===== config.mk =====
export PLATFORM = sky130hd
export DESIGN_NAME = vga_draw_arbiter
export DESIGN_NICKNAME = d
export VERILOG_FILES = /design/src/rtl/vga_draw_arbiter_pkg.sv /design/src/rtl/rr_pick.sv /design/src/rtl/vga_draw_arbiter.sv
export SDC_FILE = /design/constraint.sdc
export NUM_CORES = 1
export LEC_CHECK = 0
export BUFFER_PORTS_ARGS = -buffer_cell sky130_fd_sc_hd__buf_2
export CORE_UTILIZATION = 53
export DETAILED_ROUTE_END_ITERATION = 10
export PLACE_DENSITY_LB_ADDON = 0.12
export SYNTH_ARGS = -nofsm -noshare
export SYNTH_HDL_FRONTEND = slang
export SYNTH_SLANG_ARGS = --single-unit
export TNS_END_PERCENT = 100

===== constraint.sdc =====
create_clock -name clk -period 5.95 [get_ports clk]
set_input_delay 0.595 -clock clk [delete_from_list [all_inputs] [get_ports clk]]
set_output_delay 0.595 -clock clk [all_outputs]
set_load 0.1 [all_outputs]

===== src/rtl/vga_draw_arbiter_pkg.sv =====
// Shared definitions for the VGA framebuffer draw arbiter: FSM encoding,
// screen geometry and the palette entries the drawing engines use.
package vga_draw_arbiter_pkg;

  typedef enum logic [1:0] {
    ST_IDLE    = 2'd0,
    ST_ACTIVE  = 2'd1,
    ST_RELEASE = 2'd2
  } state_t;

  localparam int SCREEN_W = 160;
  localparam int SCREEN_H = 120;

  localparam logic [2:0] COLOR_BLACK = 3'b000;
  localparam logic [2:0] COLOR_GREEN = 3'b010;
  localparam logic [2:0] COLOR_RED   = 3'b100;

endpackage


===== src/rtl/rr_pick.sv =====
// Combinational round-robin priority encoder: first set request bit found
// searching upward from ptr, wrapping modulo N.
module rr_pick #(
  parameter int N = 4,
  localparam int PW = $clog2(N)
) (
  input  logic [N-1:0]  req,
  input  logic [PW-1:0] ptr,
  output logic [N-1:0]  winner,
  output logic          valid
);

  always_comb begin
    int k;
    winner = '0;
    valid  = 1'b0;
    k      = 0;
    for (int i = 0; i < N; i++) begin
      k = i + int'(ptr);
      if (k >= N) k = k - N;
      if (!valid && req[k]) begin
        winner[k] = 1'b1;
        valid     = 1'b1;
      end
    end
  end

endmodule


===== src/rtl/vga_draw_arbiter.sv =====
// Round-robin owner of the single VGA framebuffer write port, with a
// hold-time watchdog and one dead cycle between consecutive owners.
module vga_draw_arbiter
  import vga_draw_arbiter_pkg::*;
#(
  parameter int          N        = 4,
  parameter logic [15:0] MAX_HOLD = 16'd40000,
  parameter int          X_MAX    = SCREEN_W,
  parameter int          Y_MAX    = SCREEN_H,
  localparam int         PW       = $clog2(N)
) (
  input  logic           clk,
  input  logic           resetn,
  input  logic [N-1:0]   req,
  input  logic [N-1:0]   done,
  input  logic [8*N-1:0] x_in,
  input  logic [7*N-1:0] y_in,
  input  logic [3*N-1:0] color_in,
  input  logic [N-1:0]   plot_in,
  output logic [N-1:0]   grant,
  output logic [7:0]     x_out,
  output logic [6:0]     y_out,
  output logic [2:0]     color_out,
  output logic           plot_out,
  output logic           busy,
  output logic           timeout
);

  state_t        state_reg, state_next;
  logic [PW-1:0] ptr_reg;
  logic [PW-1:0] gidx_reg;
  logic [15:0]   hold_cnt_reg;

  logic [7:0] x_arr     [N];
  logic [6:0] y_arr     [N];
  logic [2:0] color_arr [N];

  for (genvar gi = 0; gi < N; gi++) begin : g_unpack
    assign x_arr[gi]     = x_in[8*gi +: 8];
    assign y_arr[gi]     = y_in[7*gi +: 7];
    assign color_arr[gi] = color_in[3*gi +: 3];
  end

  logic [N-1:0]  pick_onehot;
  logic          pick_valid;
  logic [PW-1:0] pick_idx;

  rr_pick #(.N(N)) u_pick (
    .req    (req),
    .ptr    (ptr_reg),
    .winner (pick_onehot),
    .valid  (pick_valid)
  );

  always_comb begin
    pick_idx = '0;
    for (int i = 0; i < N; i++) begin
      if (pick_onehot[i]) pick_idx = PW'(i);
    end
  end

  logic [7:0] sel_x;
  logic [6:0] sel_y;
  logic [2:0] sel_color;
  logic       sel_plot, sel_done, sel_req, in_bounds, wd_hit, exit_active;

  always_comb begin
    sel_x       = x_arr[gidx_reg];
    sel_y       = y_arr[gidx_reg];
    sel_color   = color_arr[gidx_reg];
    sel_plot    = plot_in[gidx_reg];
    sel_done    = done[gidx_reg];
    sel_req     = req[gidx_reg];
    in_bounds   = (32'(sel_x) < X_MAX) && (32'(sel_y) < Y_MAX);
    wd_hit      = (hold_cnt_reg == MAX_HOLD - 16'd1);
    exit_active = sel_done || !sel_req || wd_hit;

    state_next = state_reg;
    case (state_reg)
      ST_IDLE:    if (pick_valid) state_next = ST_ACTIVE;
      ST_ACTIVE:  if (exit_active) state_next = ST_RELEASE;
      ST_RELEASE: state_next = ST_IDLE;
      default:    state_next = ST_IDLE;
    endcase
  end

  assign busy = (state_reg != ST_IDLE);

  always_ff @(posedge clk) begin
    if (!resetn) begin
      state_reg    <= ST_IDLE;
      ptr_reg      <= '0;
      gidx_reg     <= '0;
      hold_cnt_reg <= '0;
      grant        <= '0;
      x_out        <= '0;
      y_out        <= '0;
      color_out    <= '0;
      plot_out     <= 1'b0;
      timeout      <= 1'b0;
    end else begin
      state_reg <= state_next;
      timeout   <= 1'b0;
      case (state_reg)
        ST_IDLE: begin
          plot_out <= 1'b0;
          if (pick_valid) begin
            grant        <= pick_onehot;
            gidx_reg     <= pick_idx;
            hold_cnt_reg <= '0;
          end
        end
        ST_ACTIVE: begin
          hold_cnt_reg <= hold_cnt_reg + 16'd1;
          x_out        <= sel_x;
          y_out        <= sel_y;
          color_out    <= sel_color;
          plot_out     <= sel_plot && in_bounds;
          if (exit_active) begin
            grant   <= '0;
            // a completing or abandoning engine is never reported as stuck
            timeout <= wd_hit && !sel_done && sel_req;
          end
        end
        ST_RELEASE: begin
          plot_out <= 1'b0;
          ptr_reg  <= (gidx_reg == PW'(N - 1)) ? '0 : gidx_reg + 1'b1;
        end
        default: plot_out <= 1'b0;
      endcase
    end
  end

endmodule


== After elaboration in Yosys (flattened, before gate mapping) ==
Cells that the tools add are included.
W data, S select, Z words.

* Bits of input ports: 86
* Output and inout port bits: 25
* Bits in read-only memories: 0
* RAM bits: 0
* Register bits: 46
* Memories kept: 0
* Bits in latches: 0

* $add $sub $neg: 9
* Div/mod/pow operators: 0
* Reductions and logical operators: 27
* $mul: 0
* Magnitude comparators: 16
* Shift operators: 0
* Bitwise gates (word level): 4
* Eq/ne operators: 6
* Multiplexer cells: 59

{| class="wikitable"
|+ Operator list
! cell !! number
|-
| $ge A32 B1 Y1 const B || 4
|-
| $lt A32 B4 Y1 const B || 4
|-
| $mux W32 || 4
|-
| $ge A32 B4 Y1 const B || 3
|-
| $sub A32 B4 Y32 const B || 3
|-
| $pmux W16 S2 || 1
|-
| $mux W4 || 6
|-
| $mux W1 || 20
|-
| $add A16 B1 Y16 const B || 1
|-
| $bmux W8 S2 || 1
|-
| $eq A16 B16 Y1 const B || 1
|-
| $mux W16 || 1
|-
| $mux W8 || 2
|-
| $bmux W1 S2 || 7
|-
| $bmux W7 S2 || 1
|-
| $mux W7 || 2
|-
| $or A4 B4 Y4 || 3
|-
| $logic_and A1 B1 Y1 || 11
|-
| $mux W2 || 5
|-
| $demux W1 S2 || 4
|-
| $lt A8 B8 Y1 const B || 1
|-
| $pmux W4 S2 || 1
|-
| $reduce_and A2 Y1 || 4
|-
| $lt A7 B7 Y1 const B || 1
|-
| 19 further kinds || 30
|}

== Longest topological paths before layout ==
* Depth in word-level cells: 18
* Gate-level depth with buffers: 9
* Depth with buffers taken out: 8

== By module ==
From an unflattened synthesis, not the netlist that was laid out.

* Cell total of the unflattened synthesis: 316
* Area, all modules: 2920.3 µm²

{| class="wikitable"
|+ By module, submodules not included
! module !! times used !! area each (µm²) !! cells each
|-
| vga_draw_arbiter || 1 || 2462.4 || 257
|-
| rr_pick || 1 || 457.9 || 59
|}

== Worst setup path after synthesis ==
OpenSTA, ideal clock, no wires.

* Kind: reg-to-reg
* Start: register ptr_reg[0]
* End: register gidx_reg[1]
* Cell stages (with the launch flop): 9
* Data required time: 5.816 ns
* Slack: 3.417 ns
* Arrival: 2.400 ns
* Cells stage by stage: dfxtp_1 buf_2 inv_1 ha_1 mux4_2 a221oi_1 o21ai_2 nor3_1 a211oi_1

* Longest elaborated chain between the ends: 17
* Elaborated cells on any way between the ends: 67
* Those cells by class: add/sub (7); order compare (12); mux (34); bitwise (3); reduce/logical (11)

{| class="wikitable"
|+ Ends and longest elaborated chain
! what !! line !! RTL
|-
| from (decl) || vga_draw_arbiter.sv:30 || <nowiki>logic [PW-1:0] ptr_reg;</nowiki>
|-
| from (signal assigned) || vga_draw_arbiter.sv:127 || <nowiki>ptr_reg <= (gidx_reg == PW'(N - 1)) ? '0 : gidx_reg + 1'b1;</nowiki>
|-
| parallel branches: the longest is 17 deep, another holds $sub A32 B4 Y32 || -- ||
|-
| to (signal assigned) || vga_draw_arbiter.sv:109 || <nowiki>gidx_reg <= pick_idx;</nowiki>
|-
| to (decl) || vga_draw_arbiter.sv:31 || <nowiki>logic [PW-1:0] gidx_reg;</nowiki>
|}

Parallel ways; which one is timed is not known. The select of a mux whose other input is x is not followed.
A chain may end at the register's enable or synchronous reset.

== Final worst setup path ==
Ends and elaborated chain as after synthesis.

==> metrics.md <==
| Metric | Value |
|---|---|
| Outcome | complete, no violations |
| Psw | 0.4634 mW |
| PostCTS Resize Cnt | 0 |
| CP max stage delay | approximately 0.67 ns |
| Mapped Avg Cell Area | between 9 and 10 um^2 |
| CORE AREA | slightly below 5000 um^2 |
| Nets | 498 |
| Met1 wire length | just over 3000 um |
| Flops & latches, synth | 46 |
| Hold Crit Start | x_out[6] |
| Pin count of the biggest net entering global routing | 37 |
| Hold Path Sink | x_out[6] |
| FF-to-FF End | gidx_reg[1] |
| Worst Skew | roughly 0.0043 ns |
| WP buf/inv | 1 |
| Vias | 2,695 |
| Routed wl met2 | around 3600 um |
| F_max | between 300 and 400 MHz |
| Share of cells above drive strength 1 | 38.77% |
| Clock sinks | 46 |
| Sw frac | between 40% and 50% |
| Fin crit period | between 2 and 3 ns |
| Relative slew slack | between 20% and 30% |
| WS Path Type | reg -> reg |
| Final setup violation count | 0 |
| Final hold vios | 0 |
| Max reg flops | 16 |
| Io pins | between 100 and 150 |
| Seq pwr share | 33.9% |
| Fin crit share | 47.45% |
| Slew Limit Fails | 0 |
| Die W | between 70 and 80 um |
| LEAKAGE | ~1.5 nW |
| Reg2Reg Setup Slack | around 3.1 ns |
| Setup TNS | 0 ns |
| Post-Syn Area | about 2800 um^2 |
| Overflow left after global routing | 0 |
| Initial antenna violation count | 0 |
| CP Cell Sequence | inv_1 -> ha_1 -> mux4_2 -> a221oi_1 -> o21ai_2 -> nor3_1 -> a211oi_1 |
| Worst R2R Start | ptr_reg[0] |
| H-tree depth | 2 |
| Pwr Density | 314.4 nW/um^2 |
| Power, Total | about 1.1 mW |
| Post-CTS Setup Inserts | 0 |
| Clock insertion delay at the later pin of the skew report | ~0.29 ns |
| Die area | roughly 5500 um^2 |
| Number of max-cap violations | 0 |
| DR iter-0 viols | approximately 150 |
| Seq/Total Area, Yosys | 33.17% |
| Hold Crit Depth | 2 |
| Worst-Margin Slew | roughly 1.0 ns |
| Highest Signal Layer | met4 |
| Crit path launch type | flop |
| TritonCTS Buffers | 5 |
| Root Buffer | clkbuf_8 |
| Syn Nets | roughly 400 |
| Avg WL per Cell | approximately 15 um |
| Final ANT Viol Nets | 0 |
| Worst min path class | reg -> reg |
| Initial Util | roughly 57% |
| Clock transition at the registers of the reported paths | 0.08 ns |
| Worst path top cell family by delay | flip-flops |
| Worst reg2reg path depth | 7 |
| Vias per Instance | roughly 5.7 |
| Gpl congestion | about 0.87 |
| Critical-path maximum fanout | 15 |
| Die height | around 74 um |
| Worst vdd ir | 0.0001760 V |
| First-pass GRT wire length | 10,600 um |
| WP data arrival | a little under 3 ns |
| Critical Path Sink Type | flop |
| Int Pwr | 0.6246 mW |
| Combinational share of power | 45.3% |
| Cell count after synthesis | ~300 |
| # rows | 25 |
| Slowest-stage cell, CP | dfxtp_1 |
| DP Wirelength | approximately 5200 um |
| Final wirelength | between 7000 and 8000 um |
| Ant diodes | 0 |
| Vias in the first global route | around 2,400 |
| Unrepaired setup endpoints after global routing | false |
| DRC viols | 0 |
| Max Buffers Root-to-Sink | 2 |
| Routed wl met3 | approximately 310 um |
| Buffers on Ports | 110 |
| Total track usage | ~25% |
| CTS Hold Bufs | 0 |
| Clk pwr share | roughly a fifth |
| Count of cell types in the netlist | 51 |
| Syn-to-layout area delta | 24.65% |
| CP required | 6.09 ns |
| Initial DRT Pass Iterations | 4 |
| CTS tree | done |
| Synth warn | 0 |
how the worst max path moves through the flow:
stage / slack (ns) / start / to / cells after the start
after floorplan: 3.42 / ptr_reg[0] / gidx_reg[1] / 8
after global placement: 3.22 / ptr_reg[0] / gidx_reg[1] / 7
after detailed placement: 3.12 / ptr_reg[0] / gidx_reg[1] / 7
after CTS: 3.12 / ptr_reg[0] / gidx_reg[1] / 7
after global routing: 2.84 / ptr_reg[0] / gidx_reg[0] / 8
final: 3.13 / ptr_reg[0] / gidx_reg[1] / 7
per-layer routing:
metal  GRT usage, %  up-vias
li1               -     1317
met1          31.62     1291
met2          42.24       81
met3          5.962        6
met4          6.918        0
met5              0        -
placed cells by master, fill, tap and decap left out, types with 2 or more instances in the layout:
cell type / synthesis / routed
nor3_1: 5 / 5
buf_2: 5 / 110
a311oi_1: 2 / 2
clkbuf_8: 0 / 5
a221oi_1: 2 / 2
nor2b_1: 4 / 3
ha_1: 8 / 8
nand2_1: 58 / 58
dfxtp_1: 46 / 46
a21oi_1: 27 / 27
and4_1: 2 / 2
o211a_1: 2 / 2
nand4_1: 5 / 5
inv_1: 5 / 5
clkbuf_1: 10 / 2
buf_4: 1 / 3
nand3_1: 7 / 7
a22oi_1: 5 / 5
nor4_1: 3 / 3
o21ai_2: 2 / 2
o221ai_1: 2 / 2
or2_2: 3 / 3
and3_1: 2 / 2
a31oi_1: 5 / 5
xor2_1: 3 / 3
mux4_2: 23 / 23
o21ai_0: 10 / 10
nor2_1: 20 / 20
mux2_2: 2 / 2
o21a_1: 2 / 2
and2_1: 2 / 2
nand2b_1: 5 / 5
mux2i_1: 4 / 4
final cells by class:
type | count | area [um^2]
fill | 415 | 1419
sequential | 46 | 920.9
inverter | 6 | 22.52
clock inverter | 1 | 30.03
tap | 67 | 83.83
multi-input combinational | 232 | 1754
timing repair buffer | 113 | 573.1
clock buffer | 7 | 76.32
per-stage QoR:
step | area (um^2) | utilization, % | cells | worst slack, ns | hold slack [ns]
after floorplan | 2776 | - | 303 | 3.417 | 0.4446
after global placement | 3354 | 68.74 | 464 | 3.220 | 0.4385
after detailed placement | 3354 | 68.74 | 464 | 3.118 | 0.4451
after CTS | 3461 | 70.92 | 472 | 3.121 | 0.4564
after global routing | 3461 | 70.92 | 472 | 2.842 | 0.4756
final | 3461 | 70.92 | 472 | 3.127 | 0.4542
cell usage after synthesis, drive strengths merged:
cell / n / area, um^2
mux2: 2 / 22.52
a22oi: 5 / 37.54
nor4: 3 / 18.77
nor3: 5 / 25.02
o221ai: 2 / 17.52
nor2: 20 / 75.07
and2: 2 / 12.51
and3: 2 / 12.51
a311oi: 2 / 17.52
nand2: 59 / 229.0
o21a: 2 / 15.01
xor2: 3 / 26.28
o211ai: 1 / 7.510
o32ai: 1 / 16.27
nand2b: 5 / 31.28
a221oi: 2 / 17.52
nand3: 7 / 35.03
mux2i: 4 / 40.04
ha: 8 / 100.1
o21ai: 13 / 72.57
clkinv: 1 / 3.750
and4: 3 / 28.78
a31o: 1 / 8.760
or2: 5 / 33.79
o22ai: 1 / 6.260
a21oi: 27 / 135.1
a41oi: 1 / 8.760
nor4b: 1 / 23.77
o211a: 2 / 20.02
dfxtp: 46 / 920.9
or3: 2 / 17.52
inv: 5 / 18.77
nor4bb: 1 / 10.01
a32oi: 1 / 8.760
a31oi: 5 / 31.28
mux4: 23 / 518.0
nand4: 5 / 31.28
clkbuf: 10 / 37.54
o31ai: 1 / 7.510
buf: 9 / 43.79
nor2b: 4 / 25.02
a211oi: 1 / 7.510
kinds of logic after synthesis:
family | count (synthesis) | share of synthesized area, %
multiplexers | 29 | 20.91
XOR/XNOR | 3 | 0.9465
AND/OR/NAND/NOR | 124 | 21.95
buffers and inverters | 25 | 3.740
flip-flops | 46 | 33.17
AO/OA/AOI/OAI | 68 | 15.68
adder cells (fa/ha/maj) | 8 | 3.605
power groups by stage:
stage	registers (mW)	clock network, mW	logic (mW)
6_report	0.369	0.226	0.493
5_1_grt	0.374	0.246	0.524
4_1_cts	0.369	0.231	0.494
3_5_place_dp	0.376	0	0.494
3_3_place_gp	0.374	0	0.489
2_1_floorplan	0.526	0	0.244
tightest hold or removal path, stage by stage (launching register included):
cell and delay [ns]:
dfxtp_1 0.31, nand2_1 0.05, a21oi_1 0.05
No activity file was read; power rests on OpenSTA's default activity.
